===== src/rtl/operand_fetch_stage.sv =====
// Operand fetch stage: decodes register fields, forwards from EX/MEM and MEM/WB,
// interlocks on unforwardable hazards and registers the ID/EX pipeline latch.
module operand_fetch_stage #(
  parameter int unsigned DATA_W = 32,
  parameter int unsigned REG_AW = 5,
  parameter int unsigned CNT_W  = 16
) (
  input  logic              clk,
  input  logic              rst_n,
  input  logic              if_id_valid,
  input  logic [31:0]       if_id_instr,
  input  logic [31:0]       if_id_pc,
  output logic [REG_AW-1:0] read_reg1,
  output logic [REG_AW-1:0] read_reg2,
  input  logic [DATA_W-1:0] read_data1,
  input  logic [DATA_W-1:0] read_data2,
  input  logic              ex_mem_valid,
  input  logic              ex_mem_wr_en,
  input  logic              ex_mem_is_load,
  input  logic [REG_AW-1:0] ex_mem_rd,
  input  logic [DATA_W-1:0] ex_mem_result,
  input  logic              mem_wb_wr_en,
  input  logic [REG_AW-1:0] mem_wb_rd,
  input  logic [DATA_W-1:0] mem_wb_data,
  input  logic              flush,
  output logic              stall,
  output logic              id_ex_valid,
  output logic [31:0]       id_ex_pc,
  output logic [31:0]       id_ex_instr,
  output logic [DATA_W-1:0] id_ex_op_a,
  output logic [DATA_W-1:0] id_ex_op_b,
  output logic [REG_AW-1:0] id_ex_rd,
  output logic              id_ex_wr_en,
  output logic              id_ex_is_load,
  output logic [CNT_W-1:0]  stall_cnt
);

  localparam logic [6:0] OPC_LOAD   = 7'b0000011;
  localparam logic [6:0] OPC_STORE  = 7'b0100011;
  localparam logic [6:0] OPC_BRANCH = 7'b1100011;

  logic [REG_AW-1:0] rs1, rs2, rd;
  logic [6:0]        opcode;
  logic              dec_wr_en, dec_is_load;
  logic              ex_fwd, hz_ex, hz_ld;
  logic [DATA_W-1:0] op_a, op_b;

  assign rs1    = REG_AW'(if_id_instr[19:15]);
  assign rs2    = REG_AW'(if_id_instr[24:20]);
  assign rd     = REG_AW'(if_id_instr[11:7]);
  assign opcode = if_id_instr[6:0];

  assign read_reg1 = rs1;
  assign read_reg2 = rs2;

  assign dec_wr_en   = (opcode != OPC_STORE) && (opcode != OPC_BRANCH);
  assign dec_is_load = (opcode == OPC_LOAD);

  // A load in EX/MEM has no data yet, so it is never a forwarding source.
  assign ex_fwd = ex_mem_valid & ex_mem_wr_en & ~ex_mem_is_load;

  always_comb begin
    op_a = read_data1;
    if (ex_fwd && ex_mem_rd == rs1)
      op_a = ex_mem_result;
    else if (mem_wb_wr_en && mem_wb_rd == rs1)
      op_a = mem_wb_data;
  end

  always_comb begin
    op_b = read_data2;
    if (ex_fwd && ex_mem_rd == rs2)
      op_b = ex_mem_result;
    else if (mem_wb_wr_en && mem_wb_rd == rs2)
      op_b = mem_wb_data;
  end

  assign hz_ex = id_ex_valid & id_ex_wr_en & ((id_ex_rd == rs1) | (id_ex_rd == rs2));
  assign hz_ld = ex_mem_valid & ex_mem_wr_en & ex_mem_is_load &
                 ((ex_mem_rd == rs1) | (ex_mem_rd == rs2));

  assign stall = if_id_valid & (hz_ex | hz_ld) & ~flush;

  always_ff @(posedge clk or negedge rst_n) begin
    if (!rst_n) begin
      id_ex_valid   <= 1'b0;
      id_ex_pc      <= '0;
      id_ex_instr   <= '0;
      id_ex_op_a    <= '0;
      id_ex_op_b    <= '0;
      id_ex_rd      <= '0;
      id_ex_wr_en   <= 1'b0;
      id_ex_is_load <= 1'b0;
      stall_cnt     <= '0;
    end else begin
      id_ex_valid <= if_id_valid & ~stall & ~flush;
      // Payload holds only on stall; on flush it is don't-care and loads normally.
      if (!stall) begin
        id_ex_pc      <= if_id_pc;
        id_ex_instr   <= if_id_instr;
        id_ex_op_a    <= op_a;
        id_ex_op_b    <= op_b;
        id_ex_rd      <= rd;
        id_ex_wr_en   <= dec_wr_en;
        id_ex_is_load <= dec_is_load;
      end
      if (stall && stall_cnt != '1)
        stall_cnt <= stall_cnt + CNT_W'(1);
    end
  end

endmodule


===== config.mk =====
export PLATFORM = sky130hd
export DESIGN_NAME = operand_fetch_stage
export DESIGN_NICKNAME = d
export VERILOG_FILES = /design/src/rtl/operand_fetch_stage.sv
export SDC_FILE = /design/constraint.sdc
export NUM_CORES = 1
export LEC_CHECK = 0
export ABC_AREA = 1
export CAP_MARGIN = 20
export CORE_MARGIN = 2
export CORE_UTILIZATION = 43
export DETAILED_ROUTE_END_ITERATION = 16
export PLACE_DENSITY = 0.88
export SLEW_MARGIN = 15
export SYNTH_ARGS = -nofsm -noshare
export SYNTH_HDL_FRONTEND = slang
export SYNTH_SLANG_ARGS = --single-unit

===== constraint.sdc =====
create_clock -name clk -period 2.1 [get_ports clk]
set_input_delay 0.21 -clock clk [delete_from_list [all_inputs] [get_ports clk]]
set_output_delay 0.21 -clock clk [all_outputs]
set_load 0.02 [all_outputs]

Yosys cells after proc, flatten, opt, wreduce, memory -nomap -nowiden
Cells that the tools add are included.
{"block": "totals", "ff_bits": 152, "input_bits": 210, "output_inout_bits": 163, "wordCells": 46}
{"block": "classes", "add_sub_neg": 1, "n_eq_ne": 10, "muxes": 4, "n_bitwise": 16, "n_reduce_logical": 6}
{"operator": "$mux W32", "n": 4}
{"operator": "$eq A5 B5 Y1", "n": 6}
{"operator": "$add A16 B1 Y16 const B", "n": 1}
{"operator": "$ne A16 B16 Y1 const B", "n": 1}
{"operator": "$and A1 B1 Y1", "n": 10}
{"operator": "$eq A7 B2 Y1 const B", "n": 1}
{"operator": "$ne A7 B6 Y1 const B", "n": 1}
{"operator": "$ne A7 B7 Y1 const B", "n": 1}
{"operator": "$logic_and A1 B1 Y1", "n": 6}
{"operator": "$not A1 Y1", "n": 3}
{"operator": "$or A1 B1 Y1", "n": 3}

Logic depth before layout (Yosys ltp)
Gate-level depths: netlist (run 1).
{"block": "logic_depth", "word_depth": 9, "mapped_depth": 14, "depth_no_buf": 12}

Worst setup path after synthesis (run 1)
OpenSTA, ideal clock, no wires.
{"block": "synth_path", "kind": "register -> output", "startpoint": "reg id_ex_instr[10] (netlist name)", "endpoint": "out stall", "t_arrival_ns": 1.453, "required_ns": 1.890, "path_slack_ns": 0.437, "path_stages_with_launch": 13, "n_path_buf": 2, "path_cell_list": "dfrtp_1 -> inv_1 -> nand2_1 -> nand2_1 -> nor2_1 -> nand3_1 -> nand2_1 -> nand2_1 -> nand2_2 -> nand2_2 -> inv_2 -> buf_8 -> buf_4"}
{"item": "end: declaration", "line_no": "26", "source": "output logic stall,"}

Worst setup path in the final report (run 1)
{"block": "layout_path", "startpoint": "in if_id_instr[22]", "endpoint": "out stall"}
{"block": "layout_via", "elab_chain_cells": 6, "word_cells_on_any_way": 9, "classes_between": "eq/ne (2); bitwise (7)"}
{"item": "start: declaration", "line_no": "11", "source": "input logic [31:0] if_id_instr,"}
{"item": "$eq A5 B5 Y1, on equally long branches", "line_no": "78, 80"}
{"item": "$or A1 B1 Y1, on equally long branches", "line_no": "78, 80"}
{"item": "$and A1 B1 Y1, on equally long branches", "line_no": "78, 79"}
{"item": "$or A1 B1 Y1 *", "line_no": "82", "source": "assign stall = if_id_valid & (hz_ex | hz_ld) & ~flush;"}
{"item": "$and A1 B1 Y1 * (2 in a row)", "line_no": "82"}
Every way passes the cells marked *; elsewhere a longest branch is shown, timed or not.

==> results of run 1 <==
critical path, stage by stage:
cell,delay [ns]
clkdlybuf4s50_1,0.59
inv_2,0.07
nand2_1,0.06
nand2_1,0.05
nor2_1,0.16
nand3_1,0.09
nand2_1,0.07
nand2_1,0.06
nand2_2,0.09
nand2_4,0.07
inv_4,0.06
buf_2,0.15
synth_stat cells:
| cell | instances | share of area (%) |
|---|---|---|
| buf_8 | 1 | 0.18 |
| ha_1 | 1 | 0.15 |
| buf_4 | 27 | 2.4 |
| nand2_2 | 2 | 0.15 |
| clkbuf_1 | 29 | 1.3 |
| a21oi_1 | 2 | 0.12 |
| buf_1 | 2 | 0.088 |
| dfrtp_1 | 147 | 43 |
| o21ai_1 | 1 | 0.059 |
| xnor2_1 | 5 | 0.52 |
| nand3_1 | 89 | 5.2 |
| inv_1 | 146 | 6.4 |
| nor3_1 | 3 | 0.18 |
| xor2_1 | 1 | 0.10 |
| o21ai_0 | 24 | 1.4 |
| buf_2 | 26 | 1.5 |
| and3_1 | 1 | 0.074 |
| o22ai_1 | 4 | 0.29 |
| nand2_1 | 639 | 28 |
| nor2_1 | 36 | 1.6 |
| nand4_1 | 85 | 6.3 |
| inv_2 | 10 | 0.44 |
final timing paths:
check | start | to | slack [ns]
max | if_id_instr[22] | stall | 0.16
min | rst_n | id_ex_op_a[8] | 0.32
max reg2reg | id_ex_instr[9] | id_ex_op_a[1] | 0.17
min reg2reg | id_ex_pc[5] | id_ex_pc[5] | 0.47
max in group asynchronous | rst_n | id_ex_pc[16] | 1.02
min in group clk | if_id_pc[2] | id_ex_pc[2] | 0.33
area by class of cell:
class	instances	area, um2
tap	265	331.6
clock inverter	15	206.4
timing repair buffer	446	4452
multi-input combinational	893	3812
inverter	156	588.1
sequential	147	3684
clock buffer	17	425.4
fill	1554	5899
flip-flops by register name, indices dropped and copies added (netlist names):
register       cells
id_ex_instr       32
id_ex_is_load      1
id_ex_op_a        32
id_ex_op_b        32
id_ex_pc          32
id_ex_valid        1
id_ex_wr_en        1
stall_cnt         16
power breakdown:
part | leakage [nW] | switching [mW] | total, mW | internal [mW]
registers | 1.74 | 0.117 | 3.12 | 3.01
clock network | 0.309 | 1.36 | 3.30 | 1.93
logic | 4.83 | 0.941 | 1.86 | 0.916
total | 6.88 | 2.42 | 8.28 | 5.86
stage by stage:
| step | cells | util [%] | hold WS, ns | power [mW] | TNS, ns |
|---|---|---|---|---|---|
| floorplan | 1281 | - | -0.08559 | 3.873 | 0 |
| global placement | 1902 | 66.05 | 0.2072 | 4.976 | -14.46 |
| detailed placement | 1902 | 66.05 | 0.2062 | 5.005 | -21.62 |
| CTS | 1936 | 69.41 | 0.3118 | 8.314 | 0 |
| global route | 1939 | 69.59 | 0.3365 | 8.619 | 0 |
| finish | 1939 | 69.59 | 0.3170 | 8.278 | 0 |
what timing repair did:
item | 4_1_cts | 5_1_grt
cloned | 0 | 0
setup buffers | 1 | 3
resized for setup | 3 | 9
endpoints found under the setup margin | 1 | 57
endpoints found under the hold margin | 48 | 0
hold buffers | 1 | 0
cell families after synthesis:
group | Yosys count | synth area share [%]
simple gates | 855 | 41.71
compound gates | 31 | 1.885
fa+ha+maj | 1 | 0.1472
buf+inv | 241 | 12.35
xor+xnor | 6 | 0.6184
flops | 147 | 43.29
layer usage:
metal  share of wire [%]  up-vias  track usage [%]
met4                 3.8        0            12.67
met3                 8.9      102            6.192
li1                    -     4705                -
met1                  39     4545            36.82
met5                   0        -                0
met2                  49      565            50.41
==> results.toml, run 1 <==
[critical_path]
r2r_cells = 14
criticalPathCategory = "input port to output pin"
crit_required_ns = 1.89
path_max_fanout = 5
worstSetupStartpointType = "input port"
arrival_ns = 1.73
endpoint_kind = "output pin"

[timing]
worst_slew_pin_slew_ns = 0.5519
fin_skew_ns = 0.01355
rsz0062_at_grt = "false"
setup_viol = 0
slew_viol_final = 0
layout_min_cycle_time_ns = 1.940
hold_violations = 0
min_period_over_period_pct = 92.37
layout_setup_ws_ns = 0.1603
max_freq_ghz = 0.5155
max_slew_margin_pct = 63.21

[clock_network]
cts_tree = "built"
cts_buffers = 17
clockRootBuffer = "clkbuf_16"
clk_pin_slew_ns = 0.07
clock_path_buffers = 2
clk_latency_ns = 0.42
h-tree-depth = 4
cts_sinks = 147

[placement]
gp_congestion = 1.039
dpl_worst_slack_ns = -0.3137
place_area_um2 = 12810
io_buffers = 372
dp_hpwl_mm = 23.75

[yosys]
yosysSeqAreaShare_pct = 43.29
syn_inst = 1281
syn-cell-area_um2 = 8498
syn_avg_cell_area_um2 = 6.634
syn-num-nets = 1492
synth_cell_types = 22
synth_seq_cells = 147
ys_warn_count = 0

[drt]
drc_errors = 0
vias = 9917
drt-pass1-iter-count = 8
wl_mm = 31.89
drtIter0Drc = 763
wire_per_inst_um = 16.45
post_drt_via_cell_ratio = 5.114
drtAntennaViolNets = 0

[status]
outcome = "completed"

[floorplan]
ios = 373
initial_core_util_pct = 43.81
rows = 51
die_width_um = 144.6
die_area_um2 = 20900
core_area_um2 = 19400
die_h_um = 144.6

[cells_and_area]
final_nets = 1872
diodes = 0
final_common_cell = "nand2_1"
drive_gt1_share_pct = 7.826
finalInstanceArea_um2 = 13500
areaGrowthSynthToFinish_pct = 58.85
layout_common_cells = "nand2_1, clkdlybuf4s50_1, inv_1"

[worst_hold_path]
holdCritPathClass = "input port to asynchronous set/reset pin"

[global_routing]
grt_pass1_vias = 9302
grt_overflow_total = 0
track_usage_pct = 29.75
antenna_found_initial = 0
grt_max_degree = 54
grt_pass1_wl_mm = 48.31

[pwr]
powerDensity_nw_per_um2 = 613.2
leakagePower_nw = 6.881
ir_worst_vdd_mv = 0.5079

[job]
cap_violations = 0
Note: power is estimated with default switching activity, not from simulation.
==> inputs of run 2 (changes only) <==
--- a/config.mk
+++ b/config.mk
@@ -6,7 +6,6 @@
 export NUM_CORES = 1
 export LEC_CHECK = 0
 export ABC_AREA = 1
-export CAP_MARGIN = 20
 export CORE_MARGIN = 2
 export CORE_UTILIZATION = 43
 export DETAILED_ROUTE_END_ITERATION = 16
==> results of run 2 <==
The final DEF is identical to that of run 1; final timing and power are the same.
